--- config.mk ---
export PLATFORM = sky130hd
export DESIGN_NAME = t_switch_arbiter
export DESIGN_NICKNAME = d
export VERILOG_FILES = /design/src/rtl/t_switch_arbiter.sv
export SDC_FILE = /design/constraint.sdc
export NUM_CORES = 1
export LEC_CHECK = 0
export CAP_MARGIN = 10
export CORE_ASPECT_RATIO = 1.1
export CORE_MARGIN = 2
export CORE_UTILIZATION = 40
export CTS_CLUSTER_DIAMETER = 80
export DETAILED_ROUTE_END_ITERATION = 8
export PLACE_DENSITY = 0.77
export SETUP_SLACK_MARGIN = 0.5
export SLEW_MARGIN = 25
export SYNTH_ARGS = -nofsm -noshare
export SYNTH_HDL_FRONTEND = slang
export SYNTH_SLANG_ARGS = --single-unit
--- constraint.sdc ---
create_clock -name clk -period 2.56 [get_ports clk]
set_input_delay 0.512 -clock clk [delete_from_list [all_inputs] [get_ports clk]]
set_output_delay 0.512 -clock clk [all_outputs]
set_load 0.05 [all_outputs]
--- src/rtl/t_switch_arbiter.sv ---
// Three-port (left/right/up) fat-tree switch node: address decode, per-output round-robin
// arbitration and one registered output stage per port. Optional misroute counter: TSW_ERR_CNT_EN.
module t_switch_arbiter #(
    parameter int num_leaves = 8,
    parameter int level      = 1,
    parameter int addr       = 0,
    parameter int payload_sz = 32,
    localparam int aw        = $clog2(num_leaves),
    localparam int fw        = aw + payload_sz
) (
    input  logic          clk,
    input  logic          reset_n,
    input  logic          l_valid_i,
    input  logic [fw-1:0] l_data_i,
    output logic          l_ready_o,
    input  logic          r_valid_i,
    input  logic [fw-1:0] r_data_i,
    output logic          r_ready_o,
    input  logic          u_valid_i,
    input  logic [fw-1:0] u_data_i,
    output logic          u_ready_o,
    output logic          l_valid_o,
    output logic [fw-1:0] l_data_o,
    input  logic          l_ready_i,
    output logic          r_valid_o,
    output logic [fw-1:0] r_data_o,
    input  logic          r_ready_i,
    output logic          u_valid_o,
    output logic [fw-1:0] u_data_o,
    input  logic          u_ready_i
`ifdef TSW_ERR_CNT_EN
    ,
    output logic [7:0]    err_cnt_o
`endif
);

    typedef enum logic [1:0] {
        PORT_L = 2'd0,
        PORT_R = 2'd1,
        PORT_U = 2'd2
    } port_e;

    localparam int              sel_bit = (level < aw) ? aw - 1 - level : 0;
    localparam int              shamt   = aw - level;
    localparam logic [aw-1:0]   prefix  = aw'(addr);

    // Two legal sources per output, indexed by output port; source a is favored after reset.
    localparam int src_a [3] = '{1, 0, 0};
    localparam int src_b [3] = '{2, 2, 1};

    function automatic port_e decode(input logic [aw-1:0] dest);
        if (level == 0)
            return dest[aw-1] ? PORT_R : PORT_L;
        else if ((dest >> shamt) != prefix)
            return PORT_U;
        else
            return dest[sel_bit] ? PORT_R : PORT_L;
    endfunction

    logic [2:0]    in_valid;
    logic [2:0]    in_ready;
    logic [2:0]    out_ready;
    logic [2:0]    out_valid;
    logic [fw-1:0] in_data   [3];
    logic [fw-1:0] out_data  [3];

    assign in_valid   = {u_valid_i, r_valid_i, l_valid_i};
    assign out_ready  = {u_ready_i, r_ready_i, l_ready_i};
    assign in_data[0] = l_data_i;
    assign in_data[1] = r_data_i;
    assign in_data[2] = u_data_i;

    assign l_ready_o = in_ready[0];
    assign r_ready_o = in_ready[1];
    assign u_ready_o = in_ready[2];
    assign l_valid_o = out_valid[0];
    assign r_valid_o = out_valid[1];
    assign u_valid_o = out_valid[2];
    assign l_data_o  = out_data[0];
    assign r_data_o  = out_data[1];
    assign u_data_o  = out_data[2];

    port_e      route [3];
    logic [2:0] misroute;
    logic [2:0] fwd;

    // A flit bouncing back to its arrival port (or any up-flit at the root) is swallowed.
    always_comb begin
        for (int i = 0; i < 3; i++) begin
            route[i]    = decode(in_data[i][fw-1:payload_sz]);
            misroute[i] = in_valid[i] && ((int'(route[i]) == i) || (level == 0 && i == 2));
            fwd[i]      = in_valid[i] && !misroute[i];
        end
    end

    logic [2:0]    prio;
    logic [2:0]    can_accept;
    logic [2:0]    load;
    logic [2:0]    load_b;
    logic [fw-1:0] load_data [3];

    // NOTE: every signal driven here gets a default before any conditional write, so no latch is inferred.
    always_comb begin
        logic req_a;
        logic req_b;
        logic gnt_a;
        logic gnt_b;
        in_ready   = misroute;
        can_accept = '0;
        load       = '0;
        load_b     = '0;
        for (int o = 0; o < 3; o++) begin
            req_a         = fwd[src_a[o]] && (int'(route[src_a[o]]) == o);
            req_b         = fwd[src_b[o]] && (int'(route[src_b[o]]) == o);
            gnt_b         = req_b && (!req_a || prio[o]);
            gnt_a         = req_a && !gnt_b;
            can_accept[o] = !out_valid[o] || out_ready[o];
            load[o]       = (gnt_a || gnt_b) && can_accept[o] && !(level == 0 && o == 2);
            load_b[o]     = gnt_b;
            load_data[o]  = gnt_b ? in_data[src_b[o]] : in_data[src_a[o]];
            if (load[o])
                in_ready[gnt_b ? src_b[o] : src_a[o]] = 1'b1;
        end
    end

    // NOTE: state registers use non-blocking assignments so every flop samples pre-edge values.
    // NOTE: the data registers are reset too because downstream observes data_o = 0 out of reset.
    always_ff @(posedge clk or negedge reset_n) begin
        if (!reset_n) begin
            out_valid <= '0;
            prio      <= '0;
            for (int o = 0; o < 3; o++)
                out_data[o] <= '0;
        end else begin
            for (int o = 0; o < 3; o++) begin
                if (load[o]) begin
                    out_valid[o] <= 1'b1;
                    out_data[o]  <= load_data[o];
                    prio[o]      <= !load_b[o];
                end else if (out_ready[o]) begin
                    out_valid[o] <= 1'b0;
                end
            end
        end
    end

`ifdef TSW_ERR_CNT_EN
    logic [7:0] err_cnt;
    logic [1:0] err_inc;
    logic [8:0] err_sum;

    always_comb begin
        err_inc = 2'(misroute[0]) + 2'(misroute[1]) + 2'(misroute[2]);
        err_sum = {1'b0, err_cnt} + 9'(err_inc);
    end

    always_ff @(posedge clk or negedge reset_n) begin
        if (!reset_n)
            err_cnt <= '0;
        else if (err_sum > 9'd255)
            err_cnt <= 8'hff;
        else
            err_cnt <= err_sum[7:0];
    end

    assign err_cnt_o = err_cnt;
`endif

endmodule

==> results of run 1 <==
==> how the worst min path moves through the flow <==
stage,startpoint,to,slack [ns],cells after the start
detailed placement,r_data_o[33],r_data_o[33],0.46,1
CTS,reset_n,u_data_o[22],0.27,2
floorplan,reset_n,l_data_o[0],0.22,0
global route,reset_n,u_data_o[22],0.29,2
finish,reset_n,u_data_o[22],0.23,2
global placement,u_data_o[34],u_data_o[34],0.45,1
==> kinds of logic after synthesis <==
family                 count (synthesis)
AO/OA/AOI/OAI                        110
AND/OR/NAND/NOR                       65
buffers and inverters                205
flip-flops                           111
==> worst max-delay path, stage by stage <==
cell and delay (ns):
sky130_fd_sc_hd__clkdlybuf4s15_2 0.24, sky130_fd_sc_hd__nor4bb_4 0.38, sky130_fd_sc_hd__nor3_4 0.08, sky130_fd_sc_hd__a211o_2 0.35, sky130_fd_sc_hd__buf_12 0.16
==> synthesized netlist by cell type (3+ instances only) <==
cell / n
sky130_fd_sc_hd__inv_1: 167
sky130_fd_sc_hd__dfrtp_1: 111
sky130_fd_sc_hd__a222oi_1: 66
sky130_fd_sc_hd__a221o_1: 34
sky130_fd_sc_hd__nor4_1: 34
sky130_fd_sc_hd__clkbuf_1: 24
sky130_fd_sc_hd__buf_2: 10
sky130_fd_sc_hd__a21o_1: 6
sky130_fd_sc_hd__and2_1: 4
sky130_fd_sc_hd__buf_6: 4
sky130_fd_sc_hd__nand2_1: 4
sky130_fd_sc_hd__nor2b_1: 3
sky130_fd_sc_hd__nor3_2: 3
==> flip-flops by register name (all words and copies together) (netlist names) <==
| register | count |
|---|---|
| l_data_o | 35 |
| r_data_o | 35 |
| u_data_o | 35 |
| out_valid | 3 |
| prio | 3 |
==> routing by layer <==
| layer | global-route usage [%] | wire length, um |
|---|---|---|
| met3 | 5.481 | 1598 |
| met2 | 45.42 | 8984 |
| met4 | 9.568 | 272 |
| met5 | 0 | 0 |
| met1 | 31.71 | 6885 |
==> cell type report <==
cell class                 count  area [um^2]
clock buffer                  11        232.7
clock inverter                 5        65.06
fill                        1005         4461
inverter                     167        626.9
multi-input combinational    175         1619
sequential                   111         2779
tap                          157        196.4
timing repair buffer         246         2556
==> what timing repair did <==
item,4_1_cts,5_1_grt
setup endpoints to repair,14,61
pin swaps,10,8
buffers inserted,4,0
gates resized for setup,39,68
hold endpoints to repair,0,0
==> where the power goes <==
| group | total (uW) | switching [uW] | internal [uW] | leakage, uW |
|---|---|---|---|---|
| Clock | 1410 | 637 | 771 | 0.000145 |
| Sequential | 2290 | 208 | 2080 | 0.00126 |
| Combinational | 2730 | 1760 | 978 | 0.00295 |
| Total | 6430 | 2600 | 3830 | 0.00436 |
==> per-stage QoR <==
stage | instance area [um^2] | utilization (%) | worst slack [ns] | hold slack (ns) | std cells
floorplan | 5135 | - | 0.3971 | 0.2164 | 491
global placement | 7589 | 60.54 | 0.03009 | 0.4507 | 852
detailed placement | 7589 | 60.54 | 0.0008200 | 0.4589 | 852
CTS | 7951 | 63.43 | 0.3213 | 0.2716 | 872
global route | 8075 | 64.42 | 0.2831 | 0.2884 | 872
finish | 8075 | 64.42 | 0.3299 | 0.2285 | 872
==> qor_table.md, run 1 <==
| Result | Reported | Unit |
|:---|:---|:---|
| DIE AREA | 0.01369 | mm^2 |
| Leakage | 0.004361 | uW |
| RSZ-0062 raised after global routing | yes | - |
| Type of element capturing the critical path | output pin | - |
| Post-detailed-route via-to-cell ratio | 5.852 | - |
| Insertion delay of the later-clocked pin in the worst-skew pair | 0.35 | ns |
| Synth Area in Adders | 0 | % |
| Global-route wire length before repair | 28.23 | mm |
| Core ar. | 0.01254 | mm^2 |
| Net count of the mapped netlist | 604 | - |
| Total gr overflow | 0 | - |
| Number of storage elements in the synthesis netlist | 111 | - |
| Share of final-layout standard cells stronger than drive strength 1 | 9.231 | % |
| Synthesized instance count | 491 | - |
| Share of cell area taken by muxes after synthesis | 0 | % |
| Number of diodes added for antenna fixing | 0 | - |
| Maximum number of pins on one net before global-route repair | 112 | - |
| Cell at the root of the clock tree | sky130_fd_sc_hd__clkbuf_16 | - |
| Cell variety after synth | 27 | - |
| Commonest cells after routing, fill and taps aside | 167 x sky130_fd_sc_hd__inv_1, 139 x sky130_fd_sc_hd__clkdlybuf4s50_1, 110 x sky130_fd_sc_hd__dfrtp_1 | - |
| Startpoint types | input port | - |
| Register-to-Register Path Depth | 5 | - |
| Worst Setup SP | l_data_i[34] | - |
| Post-synthesis to final-layout area growth | 58.15 | % |
| Pwr dens | 796.3 | mW/mm^2 |
| Startpoint of the worst register-to-register path | out_valid[1] | - |
| DR vias | 5103 | - |
| Commonest non-fill, non-tap cell in the layout | sky130_fd_sc_hd__inv_1 | - |
| Total negative setup slack | 0 | ns |
| Count of input and output buffers | 223 | - |
| GRT Total Usage | 25.91 | % |
| Compound-cell area share of the yosys netlist | 21.27 | % |
| Class of the tightest hold or removal check | in -> async | - |
| TritonCTS clock tree | yes | - |
| Final clock skew | 0.01536 | ns |
| Number of DRC violations after detailed routing | 0 | - |
| Part of the Yosys area used for sequential elements | 54.40 | % |
| Dominant combinational cell family by area after synthesis | compound AO/OA/AOI/OAI gates | - |
| Simple-gate share of the synthesized area | 8.429 | % |
| Warning count from the yosys run | 0 | - |
| Final Max Tran Viols | 0 | - |
| Period utilization | 87.11 | % |
| Y dimension of the die | 122.5 | um |
| Number of failing setup endpoints in the final timing report | 0 | - |
| Transition time of the tightest slew-check pin | 0.5934 | ns |
| Clock sink count | 111 | - |
| Largest vdd supply drop | 489.0 | uV |
| Number of global-route vias before repair | 5420 | - |
| Avg Inst Size Synth | 10.40 | um^2 |
| Avg WL per Cell | 20.34 | um |
| Library cell with the largest summed area after synthesis | sky130_fd_sc_hd__dfrtp_1 | - |
| 1st-iter DRT viols | 629 | - |
| Core Rows | 43 | - |
| CTS H-tree lvls | 3 | - |
| Final layout net count | 823 | - |
| Top fanout value on the critical path | 6 | - |
| Data required time at the worst endpoint | 2.05 | ns |
| Cell types occupying the most area after synthesis | sky130_fd_sc_hd__dfrtp_1 54%, sky130_fd_sc_hd__a222oi_1 13%, sky130_fd_sc_hd__inv_1 12% | - |
| Data arrival time of the critical path | 1.72 | ns |
| Critical path start-end classification | in -> out | - |
| Min Clock Period, post-route | 2.230 | ns |
| Headroom to the max-slew limit | 60.44 | % |
| Capture point of the worst reg-to-reg path | r_data_o[14] | - |
| HPWL Detailed | 11.69 | mm |
| Count of hold buffers inserted by post-cts repair | 0 | - |
| Die extent in x | 111.7 | um |
| Share of flip-flops with an asynchronous set or reset | 100.0 | % |
| Last element of the critical path | u_ready_o | - |
| I/O pin total | 224 | - |
| Upper clock frequency limit | 448.4 | MHz |
| Routed WL | 17.74 | mm |
| Final hold viol count | 0 | - |
| Most common flop cell mapped by yosys | sky130_fd_sc_hd__dfrtp_1 | - |
| Max Cap Violations | 0 | - |
| Starting density of the core | 40.73 | % |
| GP Congestion | 0.8653 | - |
| Clock-pin slew of the registers on the worst-case setup and hold paths | 0.07 | ns |
| Number of CTS-inserted buffers | 9 | - |
| Outcome | finished, final reports clean | - |
| Post-synthesis instance area | 0.005106 | mm^2 |
| Antenna-violating nets left | 0 | - |
| Parity-gate share of the synthesized area counting xor and xnor cells | 0 | % |
| Count of flip-flops with a built-in enable after synthesis | 0 | - |
| Total power draw | 6430 | uW |
| Proportion of netlist area held by the largest area contributor | 54.40 | % |
| Worst R2R Setup Slack | 0.83 | ns |
| Drt pass-1 iters | 8 | - |
| Number of antenna violations at the first check in global routing | 0 | - |
| Maximum number of buffers from clock root to sink | 2 | - |
Note: power is estimated with default switching activity, not from simulation.
==> run 2, diff against run 1 <==
- CAP_MARGIN: 10 -> 15
==> results of run 2 <==
Final layout, timing and power as in run 1 (identical DEF).
==> run 3, diff against run 2 <==
- clock period: 2.56 -> 2.2 ns (I/O delays scaled with it)
==> run 3 against run 2 <==
Compared with the run above:
- cell area is 0.15% lower
- flip-flop and latch count stayed put
- clock skew is 0.0027 ns lower
- first-iteration DRC count is 12% lower
- worst setup slack worse by 0.21 ns
- final cell count is 1.7% higher
- die area stayed put
- sequential power is 17% higher
- non-clock buffer count is 15 higher
- combinational power is 13% higher
- critical path depth stayed put
==> qor_table.md, run 3 (synthesis gave the netlist of run 1 again) <==
| Result | Reported | Unit |
|:---|:---|:---|
| Outcome | finished, final reports clean | - |
| Routed WL | 19.03 | mm |
| Number of CTS-inserted buffers | 9 | - |
| Number of diodes added for antenna fixing | 0 | - |
| Crit-path cells | clkdlybuf4s15_1 > nor4bb_4 > nor3_4 > a311o_2 > buf_12 | - |
| Cell Count, Final, Fillers Out | 887 | - |
| Number of buffers and inverters on the critical path | 2 | - |
| Commonest non-fill, non-tap cell in the layout | sky130_fd_sc_hd__inv_1 | - |
| Final hold viol count | 0 | - |
| Largest vdd supply drop | 595.2 | uV |
| Die extent in x | 111.7 | um |
| Period utilization | 94.40 | % |
| Core Rows | 43 | - |
| Total gr overflow | 0 | - |
| Count of input and output buffers | 223 | - |
| Maximum number of buffers from clock root to sink | 2 | - |
| Top metal layer carrying routed signals | met4 | - |
| Maximum number of pins on one net before global-route repair | 55 | - |
| Number of antenna violations at the first check in global routing | 0 | - |
| Routed met1 length | 7.079 | mm |
| 1st-iter DRT viols | 555 | - |
| Post-synthesis to final-layout area growth | 57.90 | % |
| Class of the tightest hold or removal check | in -> reg | - |
| Clock-pin slew of the registers on the worst-case setup and hold paths | 0.07 | ns |
| GRT Total Usage | 26.44 | % |
| Data required time at the worst endpoint | 1.76 | ns |
| Post-detailed-route via-to-cell ratio | 5.841 | - |
| Number of placed instances with taps included | 857 | - |
| DR vias | 5181 | - |
| HPWL Detailed | 12.11 | mm |
| Number of DRC violations after detailed routing | 0 | - |
| Avg WL per Cell | 21.45 | um |
| Number of global-route vias before repair | 5398 | - |
| Number of failing setup endpoints in the final timing report | 0 | - |
| Starting density of the core | 40.73 | % |
| Transition time of the tightest slew-check pin | 0.5360 | ns |
| Drt pass-1 iters | 9 | - |
| Global-route wire length before repair | 28.41 | mm |
| Top cell family by delay on the critical path | simple AND/OR/NAND/NOR gates | - |
| Core ar. | 0.01254 | mm^2 |
| Antenna-violating nets left | 0 | - |
| Share of final-layout standard cells stronger than drive strength 1 | 18.49 | % |
| Final worst hold slack | 0.4140 | ns |
| Startpoint types | input port | - |
| Register area | 0.002784 | mm^2 |
| Commonest cells after routing, fill and taps aside | 167 x sky130_fd_sc_hd__inv_1, 106 x sky130_fd_sc_hd__dfrtp_1, 99 x sky130_fd_sc_hd__clkdlybuf4s50_1 | - |
| Clock sink count | 111 | - |
| Y dimension of the die | 122.5 | um |
| Critical path start-end classification | in -> out | - |
| Max Cap Violations | 0 | - |
| Slowest stage cell on the critical path | sky130_fd_sc_hd__nor4bb_4 | - |
| TritonCTS clock tree | yes | - |
| Headroom to the max-slew limit | 64.41 | % |
| GP Congestion | 0.8397 | - |
| Upper clock frequency limit | 481.5 | MHz |
| Cell at the root of the clock tree | sky130_fd_sc_hd__clkbuf_16 | - |
| Met3 Routed Length | 1.861 | mm |
| Area of the multi-input gates | 0.001664 | mm^2 |
| Insertion delay of the later-clocked pin in the worst-skew pair | 0.35 | ns |
| Fill cells | 1061 | - |
| RSZ-0062 raised after global routing | yes | - |
| Worst stage delay on the critical path | 0.36 | ns |
| Final clock skew | 0.01266 | ns |
| Top fanout value on the critical path | 5 | - |
| Pwr dens | 915.4 | mW/mm^2 |
| Data arrival time of the critical path | 1.64 | ns |
| I/O pin total | 224 | - |
| Type of element capturing the critical path | output pin | - |
| Final Max Tran Viols | 0 | - |
| Min Clock Period, post-route | 2.077 | ns |
| Length of routed met2 wiring | 9.589 | mm |
| Final layout net count | 838 | - |
| CTS H-tree lvls | 3 | - |
| DIE AREA | 0.01369 | mm^2 |
| Leakage | 0.004063 | uW |
==> run 3: power by group <==
| part | internal, uW | switching, uW |
|---|---|---|
| registers | 2420 | 244 |
| clock network | 829 | 802 |
| logic | 992 | 2090 |
==> run 3: routing by layer <==
metal	GRT usage, %	up-vias
met1	30.81	2570
met4	11.65	0
met3	6.519	38
li1	-	2232
met5	0	-
met2	46.52	341
==> run 3: final timing paths <==
| path | slack [ns] | startpoint | cells past startpoint | to |
|---|---|---|---|---|
| hold / removal | 0.41 | l_valid_i | 2 | out_valid[2] |
| setup reg to reg | 0.53 | out_valid[2] | 6 | u_data_o[1] |
| setup / recovery | 0.12 | u_valid_i | 5 | r_ready_o |
| min in group asynchronous | 0.51 | reset_n | 2 | r_data_o[3] |
| hold reg to reg | 0.48 | r_data_o[33] | 1 | r_data_o[33] |
| max in group asynchronous | 1.10 | reset_n | 3 | prio[0] |
==> run 3: per-stage QoR <==
stage / worst slack (ns) / area [um^2] / TNS (ns) / util [%] / power, uW
floorplan: 0.2356 / 5236 / 0 / - / 4634
global placement: -0.1519 / 7736 / -3.347 / 61.71 / 5893
detailed placement: -0.1943 / 7736 / -9.243 / 61.71 / 5958
CTS: 0.1090 / 8088 / 0 / 64.52 / 7399
global route: 0.07306 / 8063 / 0 / 64.32 / 7667
finish: 0.1232 / 8063 / 0 / 64.32 / 7380
==> run 3: what timing repair did <==
| action | 4_1_cts | 5_1_grt |
|---|---|---|
| gates resized for setup | 188 | 105 |
| hold endpoints to repair | 16 | 0 |
| cloned | 1 | 4 |
| hold buffers | 1 | 0 |
| setup buffers | 4 | 4 |
| pin swaps | 10 | 25 |
| setup endpoints to repair | 217 | 154 |
==> run 3: final cells by class <==
type                    count  share of cell area, %
flip-flops and latches    111                  34.53
clock buffers              10                  2.964
multi-input cells         175                  20.64
clock inverters             6                 0.7604
well taps                 157                  2.436
repair buffers            261                  30.90
inverters                 167                  7.775
==> run 3: worst register-to-register path, stage by stage, from the launching register on <==
cell	delay (ns)
sky130_fd_sc_hd__dfrtp_2	0.40
sky130_fd_sc_hd__nor2b_4	0.14
sky130_fd_sc_hd__buf_6	0.12
sky130_fd_sc_hd__buf_12	0.11
sky130_fd_sc_hd__a21o_4	0.25
sky130_fd_sc_hd__clkbuf_16	0.19
sky130_fd_sc_hd__a221o_1	0.34
